### config.mk
export PLATFORM = sky130hd
export DESIGN_NAME = shift_issue_stage
export DESIGN_NICKNAME = d
export VERILOG_FILES = /design/src/rtl/shift_issue_stage.sv
export SDC_FILE = /design/constraint.sdc
export NUM_CORES = 1
export LEC_CHECK = 0
export BUFFER_PORTS_ARGS = -buffer_cell sky130_fd_sc_hd__buf_4
export CORE_AREA = 3 3 143 145
export CTS_CLUSTER_DIAMETER = 100
export DETAILED_ROUTE_END_ITERATION = 7
export DIE_AREA = 0 0 146 148
export PLACE_DENSITY = 0.65
export SKIP_LAST_GASP = 1
export SYNTH_ARGS = -nofsm -noshare
export SYNTH_HDL_FRONTEND = slang
export SYNTH_SLANG_ARGS = --single-unit
### constraint.sdc
create_clock -name clk -period 1.8 [get_ports clk]
set_input_delay 0.36 -clock clk [delete_from_list [all_inputs] [get_ports clk]]
set_output_delay 0.36 -clock clk [all_outputs]
set_load 0.02 [all_outputs]
### src/rtl/shift_issue_stage.sv
// Two-slot issue/retire stage around the external combinational 64-bit shifter.
// Optional RV64 word shifts (SLLW/SRLW/SRAW) are compiled in with `define SHIFT_WORD_OPS_EN.
module shift_issue_stage #(
  parameter int XLEN = 64
) (
  input  logic            clk,
  input  logic            reset_n,
  input  logic            in_valid,
  output logic            in_ready,
  input  logic [31:0]     instr,
  input  logic [XLEN-1:0] rs1_val,
  input  logic [XLEN-1:0] rs2_val,
  output logic [1:0]      shift_ctl,
  output logic [5:0]      shift_amt,
  output logic [XLEN-1:0] shift_src,
  input  logic [XLEN-1:0] shift_res,
  output logic            out_valid,
  input  logic            out_ready,
  output logic [XLEN-1:0] out_data,
  output logic            out_illegal
);

  localparam logic [1:0] CTL_SLL  = 2'b00;
  localparam logic [1:0] CTL_SRL  = 2'b01;
  localparam logic [1:0] CTL_SRA  = 2'b10;
  localparam logic [1:0] CTL_PASS = 2'b11;

  localparam logic [6:0] OPC_OP_IMM = 7'b0010011;
  localparam logic [6:0] OPC_OP     = 7'b0110011;
`ifdef SHIFT_WORD_OPS_EN
  localparam logic [6:0] OPC_OP_IMM_32 = 7'b0011011;
  localparam logic [6:0] OPC_OP_32     = 7'b0111011;
`endif

  // Returns {legal, ctl}; funct7 must already have any shamt bit masked off.
  function automatic logic [2:0] shift_kind(input logic [2:0] funct3,
                                            input logic [6:0] funct7);
    shift_kind = {1'b0, CTL_PASS};
    if (funct3 == 3'b001 && funct7 == 7'b0000000)
      shift_kind = {1'b1, CTL_SLL};
    else if (funct3 == 3'b101 && funct7 == 7'b0000000)
      shift_kind = {1'b1, CTL_SRL};
    else if (funct3 == 3'b101 && funct7 == 7'b0100000)
      shift_kind = {1'b1, CTL_SRA};
  endfunction

`ifdef SHIFT_WORD_OPS_EN
  function automatic logic [XLEN-1:0] sext_word(input logic [XLEN-1:0] res);
    logic signed [31:0] lo;
    lo = res[31:0];
    sext_word = {{(XLEN-32){lo[31]}}, lo};
  endfunction
`endif

  logic [2:0]      kind;
  logic [1:0]      dec_ctl;
  logic [5:0]      dec_amt;
  logic [XLEN-1:0] dec_src;
  logic            dec_ill;
`ifdef SHIFT_WORD_OPS_EN
  logic            dec_word;
  logic            word_p0;
`endif

  logic [1:0]      ctl_p0;
  logic [5:0]      amt_p0;
  logic [XLEN-1:0] src_p0;
  logic            ill_p0;
  logic            vld_p0;

  logic [XLEN-1:0] data_p1;
  logic            ill_p1;
  logic            vld_p1;

  logic            ld_a;
  logic            ld_b;
  logic [XLEN-1:0] res_fix;

  // Register numbers and destination are not this stage's concern.
  logic unused_bits;
  assign unused_bits = ^{rs2_val[XLEN-1:6], instr[19:15], instr[11:7]};

  always_comb begin
    kind    = {1'b0, CTL_PASS};
    dec_ctl = CTL_PASS;
    dec_amt = '0;
    dec_src = rs1_val;
    dec_ill = 1'b1;
`ifdef SHIFT_WORD_OPS_EN
    dec_word = 1'b0;
`endif
    case (instr[6:0])
      OPC_OP_IMM: begin
        // instr[25] is shamt[5] here, not part of funct7.
        kind = shift_kind(instr[14:12], {instr[31:26], 1'b0});
        if (kind[2]) begin
          dec_ctl = kind[1:0];
          dec_amt = instr[25:20];
          dec_ill = 1'b0;
        end
      end
      OPC_OP: begin
        kind = shift_kind(instr[14:12], instr[31:25]);
        if (kind[2]) begin
          dec_ctl = kind[1:0];
          dec_amt = rs2_val[5:0];
          dec_ill = 1'b0;
        end
      end
`ifdef SHIFT_WORD_OPS_EN
      OPC_OP_IMM_32, OPC_OP_32: begin
        // Full funct7 check also rejects OP-IMM-32 with instr[25]=1.
        kind = shift_kind(instr[14:12], instr[31:25]);
        if (kind[2]) begin
          dec_ctl  = kind[1:0];
          dec_amt  = {1'b0, (instr[6:0] == OPC_OP_32) ? rs2_val[4:0] : instr[24:20]};
          dec_src  = (kind[1:0] == CTL_SRL) ? {{(XLEN-32){1'b0}}, rs1_val[31:0]}
                                            : {{(XLEN-32){rs1_val[31]}}, rs1_val[31:0]};
          dec_word = 1'b1;
          dec_ill  = 1'b0;
        end
      end
`endif
      default: ;
    endcase
  end

  assign ld_b     = vld_p0 && (!vld_p1 || out_ready);
  assign in_ready = !vld_p0 || ld_b;
  assign ld_a     = in_valid && in_ready;

  // ---- p0: operand slot, drives the shifter directly ----
  always_ff @(posedge clk or negedge reset_n) begin
    if (!reset_n) begin
      vld_p0 <= 1'b0;
      ctl_p0 <= CTL_PASS;
      amt_p0 <= '0;
      src_p0 <= '0;
      ill_p0 <= 1'b0;
`ifdef SHIFT_WORD_OPS_EN
      word_p0 <= 1'b0;
`endif
    end else begin
      if (ld_a) begin
        vld_p0 <= 1'b1;
        ctl_p0 <= dec_ctl;
        amt_p0 <= dec_amt;
        src_p0 <= dec_src;
        ill_p0 <= dec_ill;
`ifdef SHIFT_WORD_OPS_EN
        word_p0 <= dec_word;
`endif
      end else if (ld_b) begin
        vld_p0 <= 1'b0;
      end
    end
  end

  assign shift_ctl = ctl_p0;
  assign shift_amt = amt_p0;
  assign shift_src = src_p0;

`ifdef SHIFT_WORD_OPS_EN
  assign res_fix = word_p0 ? sext_word(shift_res) : shift_res;
`else
  assign res_fix = shift_res;
`endif

  // ---- p1: result slot, held while write-back stalls ----
  always_ff @(posedge clk or negedge reset_n) begin
    if (!reset_n) begin
      vld_p1  <= 1'b0;
      data_p1 <= '0;
      ill_p1  <= 1'b0;
    end else begin
      if (ld_b) begin
        vld_p1  <= 1'b1;
        data_p1 <= res_fix;
        ill_p1  <= ill_p0;
      end else if (out_ready) begin
        vld_p1 <= 1'b0;
      end
    end
  end

  assign out_valid   = vld_p1;
  assign out_data    = data_p1;
  assign out_illegal = ill_p1;

endmodule
==> impl_summary.log, run 1 <==
INFO  metric outcome = finished, final reports clean
INFO  metric measured_slew_at_the_worst_slew_check_pin = 509 ps
INFO  metric ctsRootBufferMaster = sky130_fd_sc_hd__clkbuf_16
INFO  metric grt_max_degree = 51
INFO  metric synth.net_count = 566
INFO  metric synthesis.instances = 338
INFO  metric finClkSkew = 9.58 ps
INFO  metric globalRoute.totalOverflow = 0
INFO  metric start_util = 28.0%
INFO  metric via_per_inst = 4.27
INFO  metric fmaxAchievable = 589 MHz
INFO  metric power-per-cell-area = 1130 nW/µm²
INFO  metric drt_iter0_drc = 65
INFO  metric cp_slowest_stage_delay = 390 ps
INFO  metric num_rows = 51
INFO  metric post-cts-setup-buffers = 0
INFO  metric cts_max_level = 4
INFO  metric multi_input_combinational_cell_area = 1810 µm²
INFO  metric final_core_utilization = 44.6%
INFO  metric worst_setup_path_start_kind = flip-flop
INFO  metric die-height = 148 µm
INFO  metric syn-cell-area = 5420 µm²
INFO  metric grt_setup_unrepaired = false
INFO  metric groute.layer.met2.usage = 23.2%
INFO  metric power_report.internal_total = 7040 µW
INFO  metric final_max_slew_viol_count = 0
INFO  metric final_stage_net_count = 877
INFO  metric synth_sequential_area_ratio = 64.7%
INFO  metric crit_path_max_fanout = 6
INFO  metric synth_top_cells_by_area = sky130_fd_sc_hd__dfrtp_1 (64%), sky130_fd_sc_hd__mux2_2 (21%), sky130_fd_sc_hd__mux2_1 (5.6%)
INFO  metric setup.worst_path.start = vld_p0$_DFFE_PN0P_
INFO  metric combinational_family_with_the_most_area_after_synthesis = multiplexers
INFO  metric route.final.wire_length = 14.4 mm
INFO  metric power.ir.vdd_worst = 0.618 mV
INFO  metric setup.worst_path.class = reg -> out
INFO  metric global_route_wire_length_before_repair = 22.6 mm
INFO  metric tritoncts = yes
INFO  metric antenna_cells = 0
INFO  metric worst_slack = 103 ps
INFO  metric worst_hold_path_type = in -> reg
INFO  metric synthXorXnorAreaFrac = 0.162%
INFO  metric avgSynthCellArea = 16.0 µm²
INFO  metric hold_viol_final = 0
INFO  metric synthFlopType = sky130_fd_sc_hd__dfrtp_1
INFO  metric cts-buffers-inserted = 17
INFO  metric synth-adder-area-share = 0%
INFO  metric number_of_synthesized_flops_with_an_enable_pin = 0
INFO  metric gp_weighted_congestion = 0.767
INFO  metric leakage = 0.00407 µW
INFO  metric synth-simple-area-share = 2.77%
INFO  metric number_of_global_route_vias_before_repair = 4381
INFO  metric ys_ff_latch = 140
INFO  metric setup_tns = 0 ps
INFO  metric critical_path.reg2reg.endpoint = shift_src[58]$_DFFE_PN0P_
INFO  metric detail_route.drc_violations = 0
INFO  metric async_reset_ff_share = 100%
INFO  metric critical_path.endpoint = in_ready
INFO  metric clkSlewWorstSetupHoldPaths = 60 ps
INFO  metric synthMuxAreaShare = 27.0%
INFO  metric boundaryPins = 367
INFO  metric number_of_maximum_capacitance_violations = 0
INFO  metric finalWorstPathRequiredPeriod = 1700 ps
INFO  metric netSwitchingPower = 2710 µW
INFO  metric slowest_stage = sky130_fd_sc_hd__dfrtp_1
INFO  metric first_pass_iters = 4
INFO  metric place_ws = -130 ps
INFO  metric die_width = 146 µm
INFO  metric groute.layer.met3.usage = 4.69%
INFO  metric layout_worst_path_cycle_share = 94.3%
INFO  metric filler_cell_count = 1811
INFO  metric total_number_of_yosys_warnings = 0
INFO  metric global_route.usage.met1 = 14.4%
INFO  metric pwr-share-clk = 36.0%
INFO  metric ff_latch_area = 3510 µm²
INFO  metric place.port_buffers = 298
INFO  metric synth_top_area_share = 63.8%
INFO  metric insertion_delay = 400 ps
INFO  metric r2r_worst_path_depth = 5
INFO  metric slew_headroom = 65.8%
INFO  metric rr_startpoint = out_valid$_DFFE_PN0P_
INFO  metric ant_nets = 0
INFO  metric synthDistinctLibCells = 27
INFO  metric clock_sinks = 140
INFO  metric synth_area_leader_cell = sky130_fd_sc_hd__dfrtp_1
INFO  metric routed_vias = 3957
INFO  metric hpwl = 11.2 mm
INFO  metric rrSetupSlack = 160 ps
INFO  metric power.share.combinational = 24.5%
INFO  metric ctsLongestPathBuffers = 2
INFO  metric timing.critical_path.to_type = output pin
INFO  metric area_overhead_vs_synth = 59.2%
INFO  metric yosys-top-cells-count = sky130_fd_sc_hd__dfrtp_1 (138), sky130_fd_sc_hd__mux2_2 (102), sky130_fd_sc_hd__mux2_1 (27)
INFO  metric wl_per_cell = 15.6 µm
INFO  metric critical_path_cell_sequence = and3b_1 -> inv_2 -> buf_4
INFO  metric timing.critical_path.arrival = 1340 ps
INFO  metric setup-violations-final = 0
INFO  metric track_usage = 13.1%
INFO  metric power.switching_fraction = 27.8%
INFO  metric antenna_found_initial = 0
INFO  metric crit_required = 1440 ps
INFO  metric die-area = 21600 µm²
INFO  metric grt_most_used_layer = met2
INFO  metric floorplan.core_area = 19300 µm²
INFO  metric post_route_cells_drive_above_1_share = 68.7%
INFO  metric power.share.sequential = 39.5%
INFO  metric most_frequently_used_cell_type_in_the_post_synthesis_netlist = sky130_fd_sc_hd__dfrtp_1
INFO  metric synth_compound_area_share = 3.35%
[how the worst min path moves through the flow]
stage	start	endpoint	slack [ps]	cells past startpoint
after floorplan	reset_n	ill_p0$_DFFE_PN0P_	60	0
after global placement	reset_n	out_data[4]$_DFFE_PN0P_	280	1
after detailed placement	reset_n	out_data[4]$_DFFE_PN0P_	290	1
after CTS	rs1_val[41]	shift_src[41]$_DFFE_PN0P_	140	2
after global routing	rs1_val[12]	shift_src[12]$_DFFE_PN0P_	150	2
final	rs1_val[41]	shift_src[41]$_DFFE_PN0P_	160	2
[logic make-up after synthesis]
kind of cell / after synthesis
AO/OA/AOI/OAI: 26
XOR/XNOR: 1
buffers and inverters: 19
flip-flops: 140
multiplexers: 130
AND/OR/NAND/NOR: 22
[per-stage QoR]
stage                     cells  power (µW)  hold WS, ps  instance area [µm²]
after floorplan             338        5040         64.4                 5420
after global placement      894        6260          281                 8020
after detailed placement    894        6330          288                 8020
after CTS                   926        9920          138                 8620
after global routing        926       10200          146                 8620
final                       926        9740          163                 8620
[routing by layer]
metal | up-vias | routed length (µm)
li1 | 1822 | -
met5 | - | 0
met1 | 1932 | 5490
met4 | 0 | 354
met2 | 178 | 7510
met3 | 25 | 1060
[flip-flops by register name, indices dropped and copies added, names as in the netlist]
register and flops:
shift_ctl 2, ill_p0 1, shift_src 64, vld_p0 1
out_valid 1, out_data 64, out_illegal 1, shift_amt 6
[placed cells by master, fill, tap and decap left out, drive strengths merged]
cell type | Yosys | layout
mux2 | 129 | 129
nand4bb | 1 | 1
buf | 12 | 308
and3b | 1 | 1
mux2i | 1 | 1
a21oi | 10 | 10
o21ai | 6 | 6
nand2b | 4 | 4
nor2 | 1 | 1
nand2 | 3 | 3
or4b | 1 | 1
a31oi | 3 | 3
dfstp | 2 | 2
or3b | 1 | 1
xor2 | 1 | 1
clkbuf | 5 | 20
or4 | 1 | 1
clkinv | 0 | 8
nor2b | 7 | 7
or3 | 1 | 1
inv | 2 | 2
o31ai | 6 | 6
dfrtp | 138 | 138
a21boi | 1 | 1
nor4 | 1 | 1
dlygate4sd3 | 0 | 1
bufinv | 0 | 3
[power by group through the flow]
stage / combinational, µW / sequential (µW) / clock (µW)
floorplan: 582 / 4460 / 0
global placement: 2380 / 3880 / 0
detailed placement: 2420 / 3910 / 0
CTS: 2430 / 3860 / 3640
global route: 2520 / 3910 / 3770
finish: 2380 / 3850 / 3510
[critical path, delay by kind of cell, from the launching register on]
| family | cells | cell delay [ps] |
|---|---|---|
| flip-flops | 1 | 390 |
| buffers and inverters | 2 | 290 |
| AND/OR/NAND/NOR | 1 | 240 |
[what timing repair did]
action | CTS | global route
hold buffers | 1 | 0
hold endpoints to repair | 29 | 0
gates resized for setup | 0 | 0
[final cells by class]
type	instances	share of cell area, %
clock inverter	11	1.68
clock buffer	20	5.18
multi-input combinational	179	21.0
timing repair buffer	309	27.6
inverter	2	0.0871
sequential	140	40.7
tap	265	3.85
Note: power is estimated with default switching activity, not from simulation.
==> run 2: changes to the inputs <==
- CORE_AREA: 3 3 143 145 -> 2 2 142 144
- DIE_AREA: 0 0 146 148 -> 0 0 144 146
- GPL_TIMING_DRIVEN: not set -> 0
==> run 2 against run 1 <==
The flow now finishes with violations (hold timing). Count of clock-buffer cells in the layout stayed put. Flip-flop and latch count is the same. Clock skew grew 7.3 ps. Die area fell by 2.7%. Register-to-register slack worse by 50 ps. Worst hold slack lost 210 ps. Worst setup slack got worse by 6.8 ps. Final area barely moved. Critical endpoint unchanged. Sequential share of layout area barely moved. Global-route usage is 1.2 points higher. Highest routed layer unchanged. Final cell count up 0.86%.
==> impl_summary.log, run 2 (synthesized netlist as in run 1, its figures left out) <==
INFO  metric finalHoldWorstSlack = -42.3 ps (was 163 ps)
INFO  metric die-height = 146 µm (was 148 µm)
INFO  metric number_of_maximum_capacitance_violations = 0 (unchanged)
INFO  metric antenna_found_initial = 0 (unchanged)
INFO  metric routed_vias = 4025 (was 3957)
INFO  metric ant_nets = 0 (unchanged)
INFO  metric crit_path_max_fanout = 6 (unchanged)
INFO  metric insertion_delay = 420 ps (was 400 ps)
INFO  metric failing_checks = hold timing
INFO  metric timing.critical_path.buf_inv = 2 (unchanged)
INFO  metric post_route_cells_drive_above_1_share = 68.8% (was 68.7%)
INFO  metric drt_iter0_drc = 123 (was 65)
INFO  metric layout_worst_path_cycle_share = 94.7% (was 94.3%)
INFO  metric setup-violations-final = 0 (unchanged)
INFO  metric start_util = 28.0% (unchanged)
INFO  metric final_stage_net_count = 884 (was 877)
INFO  metric grt_setup_unrepaired = false (unchanged)
INFO  metric finClkSkew = 16.9 ps (was 9.58 ps)
INFO  metric slowest_stage = sky130_fd_sc_hd__dfrtp_1 (unchanged)
INFO  metric globalRoute.totalOverflow = 0 (unchanged)
INFO  metric outcome = complete, but fails checks (was finished, final reports clean)
INFO  metric wl_per_cell = 16.2 µm (was 15.6 µm)
INFO  metric tritoncts = yes (unchanged)
INFO  metric place.port_buffers = 297 (was 298)
INFO  metric die-area = 21000 µm² (was 21600 µm²)
INFO  metric finalWorstPathRequiredPeriod = 1700 ps (about the same)
INFO  metric detail_route.drc_violations = 0 (unchanged)
INFO  metric worst_setup_path_start_kind = flip-flop (unchanged)
INFO  metric cts-buffers-inserted = 17 (unchanged)
INFO  metric power.ir.vdd_worst = 0.611 mV (was 0.618 mV)
INFO  metric crit_path_leading_delay_family = flip-flops (unchanged)
INFO  metric post-layout-total-power = 9700 µW (was 9740 µW)
INFO  metric timing.critical_path.arrival = 1340 ps (about the same)
INFO  metric worst_hold_path_type = in -> async (was in -> reg)
INFO  metric num_rows = 51 (unchanged)
INFO  metric antenna_cells = 0 (unchanged)
INFO  metric cp_slowest_stage_delay = 400 ps (was 390 ps)
INFO  metric via_per_inst = 4.31 (was 4.27)
INFO  metric die_width = 144 µm (was 146 µm)
INFO  metric ctsRootBufferMaster = sky130_fd_sc_hd__clkbuf_16 (unchanged)
INFO  metric layout.cells.most_common = sky130_fd_sc_hd__buf_4 (unchanged)
INFO  metric global_route_wire_length_before_repair = 23.2 mm (was 22.6 mm)
INFO  metric clkSlewWorstSetupHoldPaths = 70 ps (was 60 ps)
INFO  metric number_of_global_route_vias_before_repair = 4411 (was 4381)
INFO  metric gp_weighted_congestion = 0.751 (was 0.767)
INFO  metric track_usage = 14.3% (was 13.1%)
INFO  metric cts_hold_buf = 0 (was 1)
INFO  metric boundaryPins = 367 (unchanged)
INFO  metric power-per-cell-area = 1130 nW/µm² (about the same)
INFO  metric crit_required = 1440 ps (about the same)
INFO  metric first_pass_iters = 4 (unchanged)
INFO  metric filler_cell_count = 1794 (was 1811)
INFO  metric leakage = 0.00407 µW (about the same)
INFO  metric timing.critical_path.to_type = output pin (unchanged)
INFO  metric hpwl = 11.9 mm (was 11.2 mm)
INFO  metric clock_sinks = 140 (unchanged)
INFO  metric area_overhead_vs_synth = 59.1% (was 59.2%)
INFO  metric mostFrequentLayoutCells = sky130_fd_sc_hd__buf_4 (304), sky130_fd_sc_hd__dfrtp_1 (138), sky130_fd_sc_hd__mux2_2 (102) (was sky130_fd_sc_hd__buf_4 (303), sky130_fd_sc_hd__dfrtp_1 (138), sky130_fd_sc_hd__mux2_2 (102))
INFO  metric floorplan.core_area = 19300 µm² (unchanged)
INFO  metric critical_path_cell_sequence = and3b_2 -> inv_4 -> buf_4 (was and3b_1 -> inv_2 -> buf_4)
INFO  metric fmaxAchievable = 587 MHz (was 589 MHz)
INFO  metric setup.worst_path.class = reg -> out (unchanged)
INFO  metric grt_max_degree = 81 (was 51)
INFO  metric slew_headroom = 48.8% (was 65.8%)
INFO  metric final_max_slew_viol_count = 0 (unchanged)
INFO  metric ctsLongestPathBuffers = 2 (unchanged)
INFO  metric cts_max_level = 4 (unchanged)
INFO  metric route.final.wire_length = 15.1 mm (was 14.4 mm)
INFO  metric measured_slew_at_the_worst_slew_check_pin = 768 ps (was 509 ps)
INFO  metric hold_viol_final = 17 (was 0)
-- run 2: cell types whose count changed in the layout (fill, tap and decap cells not counted), moves of 2 or more --
cell,previous run,this run
sky130_fd_sc_hd__nand2_2,2,0
sky130_fd_sc_hd__clkbuf_1,2,5
sky130_fd_sc_hd__buf_12,4,0
sky130_fd_sc_hd__clkinv_2,4,2
sky130_fd_sc_hd__inv_6,0,3
sky130_fd_sc_hd__clkinvlp_4,0,2
sky130_fd_sc_hd__buf_2,0,5
-- run 2: path summary, 6_finish.rpt --
check | to | cells past startpoint | from | slack [ps]
max | in_ready | 3 | out_valid$_DFFE_PN0P_ | 100
min | shift_src[11]$_DFFE_PN0P_ | 1 | reset_n | -40
max reg2reg | shift_amt[2]$_DFFE_PN0P_ | 4 | out_valid$_DFFE_PN0P_ | 110
min reg2reg | shift_src[0]$_DFFE_PN0P_ | 1 | shift_src[0]$_DFFE_PN0P_ | 490
max in group asynchronous | shift_src[53]$_DFFE_PN0P_ | 2 | reset_n | 1100
min in group clk | shift_src[49]$_DFFE_PN0P_ | 2 | rs1_val[49] | 160
-- run 2: metrics by stage --
stage	area [µm²]	utilization [%]	cells	TNS, ps	setup WS [ps]
6_report	8620	44.6	934	0	95.8
5_1_grt	8620	44.6	934	0	19.4
4_1_cts	8600	44.5	932	0	57.5
3_5_place_dp	8010	41.4	901	-33430	-429
3_3_place_gp	7980	41.3	900	-47640	-341
2_1_floorplan	5420	-	338	0	14.6
-- run 2: layer usage --
metal | GRT usage, % | up-vias | routed length, µm
li1 | - | 1840 | -
met1 | 15.4 | 1995 | 5760
met2 | 26.0 | 168 | 8050
met3 | 4.01 | 22 | 937
met4 | 6.08 | 0 | 348
met5 | 0 | - | 0
-- run 2: power by group --
| part | leakage (µW) | switching [µW] | internal, µW | total [µW] |
|---|---|---|---|---|
| Clock | 0.000281 | 1370 | 2090 | 3460 |
| Sequential | 0.00164 | 242 | 3610 | 3850 |
| Combinational | 0.00215 | 1170 | 1210 | 2380 |
-- run 2: final cells by class --
class                   count  area, µm²  area share, %
flip-flops and latches    140       3510           40.7
clock buffers              20        447           5.18
clock inverters            12        138           1.60
well taps                 265        332           3.85
plain buffers              16       97.6           1.13
multi-input cells         179       1810           21.0
repair buffers            300       2280           26.4
inverters                   2       10.0          0.116
-- run 2: what timing repair did --
| item | 4_1_cts | 5_1_grt |
|---|---|---|
| resized for setup | 4 | 0 |
| pin swaps | 0 | 1 |
| setup buffers | 0 | 2 |
| endpoints found under the setup margin | 111 | 1 |
| endpoints found under the hold margin | 0 | 0 |
| gates cloned | 0 | 0 |
==> run 3: changes to the inputs <==
- CAP_MARGIN: not set -> 15
- CELL_PAD_IN_SITES_DETAIL_PLACEMENT: not set -> 0
- CELL_PAD_IN_SITES_GLOBAL_PLACEMENT: not set -> 1
- CORE_AREA: 2 2 142 144 -> not set
- CORE_MARGIN: not set -> 2
- CORE_UTILIZATION: not set -> 28
- DIE_AREA: 0 0 144 146 -> not set
- PLACE_DENSITY: 0.65 -> 0.81
==> run 3 against run 2 <==
The flow now finishes without violations. Count of clock-buffer cells in the layout down 1. Global-route usage down 0.31 points. Register-to-register slack improved by 30 ps. Worst setup slack better by 11 ps. Flip-flop and latch count stayed put. Fmax rose by 0.62%. Critical path type unchanged. Critical endpoint unchanged. Highest routed layer unchanged.
==> impl_summary.log, run 3 (synthesized netlist as in run 1, its figures left out) <==
INFO  metric slew_headroom = 59.2% (was 48.8%)
INFO  metric setup.worst_path.class = reg -> out (unchanged)
INFO  metric timing.critical_path.to_type = output pin (unchanged)
INFO  metric post_route_cells_drive_above_1_share = 68.6% (was 68.8%)
INFO  metric hpwl = 11.4 mm (was 11.9 mm)
INFO  metric routed_vias = 4009 (was 4025)
INFO  metric global_route_wire_length_before_repair = 22.1 mm (was 23.2 mm)
INFO  metric wl_per_cell = 15.6 µm (was 16.2 µm)
INFO  metric power.ir.vdd_worst = 0.574 mV (was 0.611 mV)
INFO  metric place.port_buffers = 297 (unchanged)
INFO  metric first_pass_iters = 4 (unchanged)
INFO  metric antenna_cells = 0 (unchanged)
INFO  metric ctsLongestPathBuffers = 2 (unchanged)
INFO  metric track_usage = 14.0% (was 14.3%)
INFO  metric die-height = 143 µm (was 146 µm)
INFO  metric outcome = finished, final reports clean (was complete, but fails checks)
INFO  metric final_cell_area = 8560 µm² (was 8620 µm²)
INFO  metric clkSlewWorstSetupHoldPaths = 60 ps (was 70 ps)
INFO  metric measured_slew_at_the_worst_slew_check_pin = 611 ps (was 768 ps)
INFO  metric mostFrequentLayoutCells = sky130_fd_sc_hd__buf_4 (302), sky130_fd_sc_hd__dfrtp_1 (138), sky130_fd_sc_hd__mux2_2 (102) (was sky130_fd_sc_hd__buf_4 (304), sky130_fd_sc_hd__dfrtp_1 (138), sky130_fd_sc_hd__mux2_2 (102))
INFO  metric clock_sinks = 140 (unchanged)
INFO  metric globalRoute.totalOverflow = 0 (unchanged)
INFO  metric grt_max_degree = 77 (was 81)
INFO  metric floorplan.core_area = 18800 µm² (was 19300 µm²)
INFO  metric instances_no_fill = 926 (was 934)
INFO  metric route.final.wire_length = 14.5 mm (was 15.1 mm)
INFO  metric fmaxAchievable = 590 MHz (was 587 MHz)
INFO  metric worst_hold_path_type = in -> reg (was in -> async)
INFO  metric drt_iter0_drc = 57 (was 123)
INFO  metric gp_weighted_congestion = 0.750 (was 0.751)
INFO  metric ctsRootBufferMaster = sky130_fd_sc_hd__clkbuf_16 (unchanged)
INFO  metric cts_max_level = 4 (unchanged)
INFO  metric num_rows = 50 (was 51)
INFO  metric area_overhead_vs_synth = 58.1% (was 59.1%)
INFO  metric detail_route.drc_violations = 0 (unchanged)
INFO  metric antenna_found_initial = 0 (unchanged)
INFO  metric via_per_inst = 4.33 (was 4.31)
INFO  metric hold_viol_final = 0 (was 17)
INFO  metric cell_area_placed = 8010 µm² (about the same)
INFO  metric crit_path_max_fanout = 9 (was 6)
INFO  metric post-cts-setup-buffers = 0 (unchanged)
INFO  metric final_stage_net_count = 883 (was 884)
INFO  metric die-area = 20500 µm² (was 21000 µm²)
INFO  metric finalWorstPathRequiredPeriod = 1690 ps (was 1700 ps)
INFO  metric number_of_global_route_vias_before_repair = 4392 (was 4411)
INFO  metric power-per-cell-area = 1100 nW/µm² (was 1130 nW/µm²)
INFO  metric tritoncts = yes (unchanged)
INFO  metric setup_tns = 0 ps (unchanged)
INFO  metric start_util = 28.8% (was 28.0%)
INFO  metric final_max_slew_viol_count = 0 (unchanged)
INFO  metric leakage = 0.00404 µW (was 0.00407 µW)
INFO  metric layout.cells.most_common = sky130_fd_sc_hd__buf_4 (unchanged)
INFO  metric crit_required = 1440 ps (about the same)
INFO  metric worst_setup_path_start_kind = flip-flop (unchanged)
INFO  metric grt_setup_unrepaired = false (unchanged)
INFO  metric ant_nets = 0 (unchanged)
INFO  metric finClkSkew = 10.2 ps (was 16.9 ps)
INFO  metric die_width = 143 µm (was 144 µm)
INFO  metric insertion_delay = 410 ps (was 420 ps)
INFO  metric timing.critical_path.arrival = 1330 ps (was 1340 ps)
INFO  metric number_of_maximum_capacitance_violations = 0 (unchanged)
INFO  metric cts-buffers-inserted = 17 (unchanged)
INFO  metric filler_cell_count = 1726 (was 1794)
INFO  metric layout_worst_path_cycle_share = 94.1% (was 94.7%)
INFO  metric boundaryPins = 367 (unchanged)
INFO  metric setup-violations-final = 0 (unchanged)
INFO  metric placedCellCount = 896 (was 901)
[run 3: what timing repair did]
item / in CTS / in global routing
hold endpoints to repair: 64 / 0
hold buffers: 1 / 0
gates resized for setup: 4 / 0
endpoints found under the setup margin: 111 / 0
[run 3: final timing paths]
path | depth (start not counted) | slack, ps | from | endpoint
hold / removal | 2 | 160 | rs1_val[41] | shift_src[41]$_DFFE_PN0P_
hold reg to reg | 1 | 480 | vld_p0$_DFFE_PN0P_ | out_valid$_DFFE_PN0P_
setup / recovery | 3 | 110 | out_valid$_DFFE_PN0P_ | in_ready
max in group asynchronous | 3 | 470 | reset_n | shift_ctl[0]$_DFFE_PN1P_
setup reg to reg | 5 | 140 | out_valid$_DFFE_PN0P_ | out_data[19]$_DFFE_PN0P_
min in group asynchronous | 2 | 520 | reset_n | shift_src[18]$_DFFE_PN0P_
[run 3: through the flow]
step	util [%]	worst slack (ps)	hold slack [ps]	total power (µW)
floorplan	-	14.6	64.4	5040
global placement	42.4	-368	472	6240
detailed placement	42.5	-404	388	6330
CTS	45.5	65.9	136	9600
global route	45.5	36.3	139	9920
finish	45.5	106	162	9450
[run 3: metal layers]
layer	GRT usage (%)	part of all wire, %	vias to the layer above
li1	-	-	1844
met1	15.1	37	1965
met2	25.1	52	181
met3	4.83	8.9	19
met4	5.58	2.0	0
met5	0	0	-
[run 3: cell type report]
type / instances / area (µm²) / area share, %
repair buffers: 299 / 2270 / 26.5
clock inverters: 11 / 96.3 / 1.13
flip-flops and latches: 140 / 3510 / 41.0
clock buffers: 19 / 443 / 5.17
multi-input cells: 179 / 1810 / 21.2
plain buffers: 16 / 97.6 / 1.14
well taps: 260 / 325 / 3.80
inverters: 2 / 10.0 / 0.117
[run 3: where the power goes]
part           internal [µW]  switching, µW
registers               3610            247
logic                   1210           1170
clock network           1910           1290
[run 3: worst max-delay path, cell delays in order (launching register included)]
cell	delay, ps
sky130_fd_sc_hd__dfrtp_1	400
sky130_fd_sc_hd__and3b_2	280
sky130_fd_sc_hd__inv_4	110
sky130_fd_sc_hd__buf_4	150
